===== src/rtl/tnn_serial_classifier.sv =====
// tnn_serial_classifier: accumulates a 7-beat 2-bit feature frame into positive/negative
// weight sums and holds a registered class decision until the consumer takes it.
module tnn_serial_classifier (
    input  logic        clk,
    input  logic        rst,
    input  logic        in_valid,
    output logic        in_ready,
    input  logic [1:0]  in_data,
    input  logic        in_last,
    output logic        out_valid,
    input  logic        out_ready,
    output logic        out_class,
    output logic [3:0]  out_pos_sum,
    output logic [3:0]  out_neg_sum,
    output logic        out_err,
    output logic [15:0] frame_cnt
);
    typedef enum logic {ACCUM, HOLD} state_t;
    state_t      state_q, state_d;
    logic [2:0]  idx_q, idx_d;
    logic [3:0]  pos_q, pos_d, neg_q, neg_d, opos_q, opos_d, oneg_q, oneg_d;
    logic        err_q, err_d, ocls_q, ocls_d, oerr_q, oerr_d;
    logic [15:0] cnt_q, cnt_d;
    logic        acc, fin, is_pos;
    always_comb begin
        acc     = in_valid && state_q == ACCUM;
        fin     = acc && idx_q == 3'd6;
        is_pos  = !idx_q[0] && idx_q != 3'd6;
        state_d = state_q;
        idx_d   = idx_q;
        pos_d   = pos_q;
        neg_d   = neg_q;
        err_d   = err_q;
        opos_d  = opos_q;
        oneg_d  = oneg_q;
        ocls_d  = ocls_q;
        oerr_d  = oerr_q;
        cnt_d   = cnt_q;
        if (acc) begin
            idx_d = fin ? 3'd0 : idx_q + 3'd1;
            pos_d = is_pos ? pos_q + {2'b00, in_data} : pos_q;
            neg_d = is_pos ? neg_q : neg_q + {2'b00, in_data};
            // in_last must coincide exactly with the seventh beat
            err_d = err_q | (in_last ^ (idx_q == 3'd6));
        end
        if (fin) begin
            state_d = HOLD;
            opos_d  = pos_d;
            oneg_d  = neg_d;
            ocls_d  = pos_d > neg_d;
            oerr_d  = err_d;
        end
        if (state_q == HOLD && out_ready) begin
            state_d = ACCUM;
            idx_d   = 3'd0;
            pos_d   = 4'd0;
            neg_d   = 4'd0;
            err_d   = 1'b0;
            cnt_d   = cnt_q + 16'd1;
        end
    end
    always_ff @(posedge clk or posedge rst) begin
        if (rst) begin
            state_q <= ACCUM;
            idx_q   <= 3'd0;
            pos_q   <= 4'd0;
            neg_q   <= 4'd0;
            err_q   <= 1'b0;
            opos_q  <= 4'd0;
            oneg_q  <= 4'd0;
            ocls_q  <= 1'b0;
            oerr_q  <= 1'b0;
            cnt_q   <= 16'd0;
        end else begin
            state_q <= state_d;
            idx_q   <= idx_d;
            pos_q   <= pos_d;
            neg_q   <= neg_d;
            err_q   <= err_d;
            opos_q  <= opos_d;
            oneg_q  <= oneg_d;
            ocls_q  <= ocls_d;
            oerr_q  <= oerr_d;
            cnt_q   <= cnt_d;
        end
    end
    assign in_ready    = state_q == ACCUM;
    assign out_valid   = state_q == HOLD;
    assign out_class   = ocls_q;
    assign out_pos_sum = opos_q;
    assign out_neg_sum = oneg_q;
    assign out_err     = oerr_q;
    assign frame_cnt   = cnt_q;
endmodule

===== config.mk =====
export PLATFORM = sky130hd
export DESIGN_NAME = tnn_serial_classifier
export DESIGN_NICKNAME = d
export VERILOG_FILES = /design/src/rtl/tnn_serial_classifier.sv
export SDC_FILE = /design/constraint.sdc
export NUM_CORES = 1
export LEC_CHECK = 0
export ABC_AREA = 1
export BUFFER_PORTS_ARGS = -buffer_cell sky130_fd_sc_hd__buf_2
export CELL_PAD_IN_SITES_DETAIL_PLACEMENT = 0
export CELL_PAD_IN_SITES_GLOBAL_PLACEMENT = 1
export CORE_ASPECT_RATIO = 1.1
export CORE_UTILIZATION = 41
export CTS_CLUSTER_DIAMETER = 80
export CTS_CLUSTER_SIZE = 8
export DETAILED_ROUTE_END_ITERATION = 10
export MAX_ROUTING_LAYER = met4
export PLACE_DENSITY_LB_ADDON = 0.1
export SETUP_SLACK_MARGIN = 0.3
export SYNTH_ARGS = -nofsm -noshare
export SYNTH_HDL_FRONTEND = slang
export SYNTH_SLANG_ARGS = --single-unit

===== constraint.sdc =====
create_clock -name clk -period 2.25 [get_ports clk]
set_input_delay 0.3375 -clock clk [delete_from_list [all_inputs] [get_ports clk]]
set_output_delay 0.3375 -clock clk [all_outputs]
set_load 0.01 [all_outputs]

==> impl_results.md <==
- First-pass GRT wire length: 6844 um
- Die footprint: 0.005192 mm^2
- WS Path Type: reg -> reg
- Max_slew headroom: 0.6620
- Port Buffer Count: 34
- Crit path time final: 1.945 ns
- Die Y-Extent: 75.47 um
- Synth area leader: dfrtp_1
- NetSw: 0.001150 W
- Status: finished clean
- Unrepaired setup endpoints after global routing: yes
- Initial Util: 0.4295
- Area of the multi-input gates: 974.7 um^2
- GPL Wtd Cong: 0.7663
- Synthesized area: 0.002012 mm^2
- Reg clk slew, reported paths: 0.07 ns
- Reg2reg end: out_class
- Layout Utilization: 0.5387
- CP Max Fanout: 3
- Reg2Reg Depth: 11
- Power consumption: 0.002922 W
- CTS tree: yes
- Iteration-0 DRC Markers: 101
- R2r startpoint: pos_q[0]
- Mapped Avg Cell Area: 8.383 um^2
- PnR worst setup slack: 0.3046 ns
- Synth Net Count: 260
- Max Cap Viol: 0
- Seq pwr share: 0.368
- Layout overhead on the synthesized area: 25.44%
- PwrDens: 1158 mW/mm^2
- Clk sinks: 39
- DR vias/cell: 4.655
- Yosys warnings: 0
- FILL cells: 486
- Max Clock Skew: 0.004593 ns
- CTS Buf Count: 5
- Row count: 26
- H-tree depth: 2
- Core footprint: 0.004684 mm^2
- Crit path launch type: flip-flop
- Hold Fails Final Rpt: 0
- Combinational Power Share: 0.479
- HPWL Detailed: 3000 um
- Area contributors post-synth: dfrtp_1, nand2_1, ha_1
- Post-Place Worst Slack: 0.07873 ns
- Min-Delay Path Class: in -> async
- Setup TNS: 0 ns
- P_leak: 1.392 nW
- Grt ovf: 0
- Post-synthesis cell count: 240
- Count of final max-slew check failures: 0
- Share of layout cells above drive strength 1: 0.2780
- Final nets: 314
- Vias in the first global route: 1444
- Worst-Margin Slew: 0.5070 ns
- Critical Path AT: 2.13 ns
- Cell variety after synth: 22
- Crit. Startpoint: pos_q[0]
- Post-route antenna net violation count: 0
- Req. time, crit path: 2.43 ns
- Max Fclk: 0.5140 GHz
- R2R Setup Slk: 0.30 ns
- Io pins: 35
- Share of the synthesized area in the top cell type: 0.4851
- Switching Fraction: 0.3935
- Via count: 1634
- Register area: 975.9 um^2
- Hold Buf Count CTS: 0
- Final wirelength: 4204 um
- Antenna violations before repair: 0
- DRC: 0
- Die X: 68.79 um
- Largest net degree at the start of global routing: 40
- Diodes inserted: 0
- Worst setup EP type: flip-flop
- TritonRoute pass-1 iters: 5
- Clock share of power: 0.153
- Internal Power: 0.001772 W
- WL/cell: 11.98 um
- Final worst-path cycle share: 0.8646
- Max clock buf depth: 2
- Clock Latency Late Sink: 0.29 ns
- Post-synthesis sequential area ratio: 0.4851
- Worst IR drop on VDD: 0.4609 mV
- GRT Total Usage: 0.1884
- Root buffer cell: clkbuf_8
- Synthesized flop and latch total: 39
- Finish-stage setup viols: 0
## registers in the layout, summed over array words and instances (netlist names)
register and count:
out_neg_sum 4, pos_q 4, out_class 1, idx_q 3, err_q 1, out_err 1, neg_q 4, frame_cnt 16
out_pos_sum 4, out_valid 1
## critical path, stage by stage, from the launching register on
cell	delay [ns]
dfrtp_1	0.38
ha_2	0.19
fa_1	0.44
inv_2	0.07
nand2_2	0.06
o21ai_4	0.08
inv_2	0.07
ha_4	0.24
a21oi_2	0.12
o21ai_1	0.07
nand3_1	0.07
nand2_1	0.05
## synthesized netlist by cell type
master,number
nand2_1,74
xor2_1,5
buf_2,2
xnor2_1,5
fa_1,2
dfrtp_1,39
nor2_2,2
inv_1,36
a21oi_1,8
o21ai_1,1
o31ai_1,1
ha_1,11
nor3_1,2
o21ai_2,1
nor2_1,16
nand4_1,4
nor2_4,2
nand3b_1,3
o21ai_0,11
nand3_1,12
o22ai_1,1
nand2_2,2
## cell families after synthesis
family,share of synthesized area
buffers and inverters,0.07214
adder cells (fa/ha/maj),0.08831
XOR/XNOR,0.04353
AO/OA/AOI/OAI,0.06095
flip-flops,0.4851
AND/OR/NAND/NOR,0.2500
## power groups by stage
stage / Sequential [W] / Clock (W) / Combinational (W)
after floorplan: 0.00112 / 0 / 0.000705
after global placement: 0.00109 / 0 / 0.00108
after detailed placement: 0.00109 / 0 / 0.00109
after CTS: 0.00108 / 0.000469 / 0.00131
after global routing: 0.00111 / 0.000496 / 0.00159
final: 0.00107 / 0.000447 / 0.00140
## how the worst max path moves through the flow
stage	end	slack [ns]
finish	out_class	0.30
global route	out_class	0.21
CTS	out_class	0.30
detailed placement	out_class	0.08
global placement	out_class	0.13
floorplan	out_class	0.31
## placed cells by master (no fill, tap or decap), drive strengths merged
| cell type | instances |
|---|---|
| o22ai | 1 |
| nand4 | 4 |
| nor2 | 20 |
| inv | 36 |
| clkbuf | 7 |
| a21oi | 8 |
| nand3 | 12 |
| dfrtp | 39 |
| buf | 49 |
| fa | 2 |
| nand3b | 3 |
| o21ai | 13 |
| xor2 | 5 |
| nor3 | 2 |
| nand2 | 76 |
| o31ai | 1 |
| xnor2 | 5 |
| clkinv | 1 |
| ha | 11 |
## what timing repair did
| action | in CTS | in global routing |
|---|---|---|
| pin swaps | 6 | 4 |
| endpoints found under the setup margin | 1 | 1 |
| endpoints found under the hold margin | 0 | 0 |
| setup buffers | 6 | 4 |
| resized for setup | 17 | 7 |
## area by class of cell
cell class                 count  area share
clock buffer                   7     0.03024
tap                           56     0.02776
multi-input combinational    163      0.3862
clock inverter                 1    0.001983
inverter                      36     0.05355
timing repair buffer          49      0.1135
sequential                    39      0.3867
## metal layers
metal | GRT usage | vias up | share of wire | wire, um
met1 | 0.2500 | 738 | 0.48 | 2005
met4 | 0.06803 | 0 | 0.014 | 60
met5 | - | - | 0 | 0
met2 | 0.2832 | 32 | 0.48 | 2006
li1 | - | 857 | - | -
met3 | 0.04042 | 7 | 0.031 | 131
## through the flow
step,hold WS [ns],instances,cell area [um^2]
CTS,0.1708,347,2479
detailed placement,0.4649,333,2283
floorplan,0.4339,240,2016
global placement,0.4613,333,2283
global route,0.2387,351,2524
finish,0.1602,351,2524
Power figures use the tool's default switching activity.
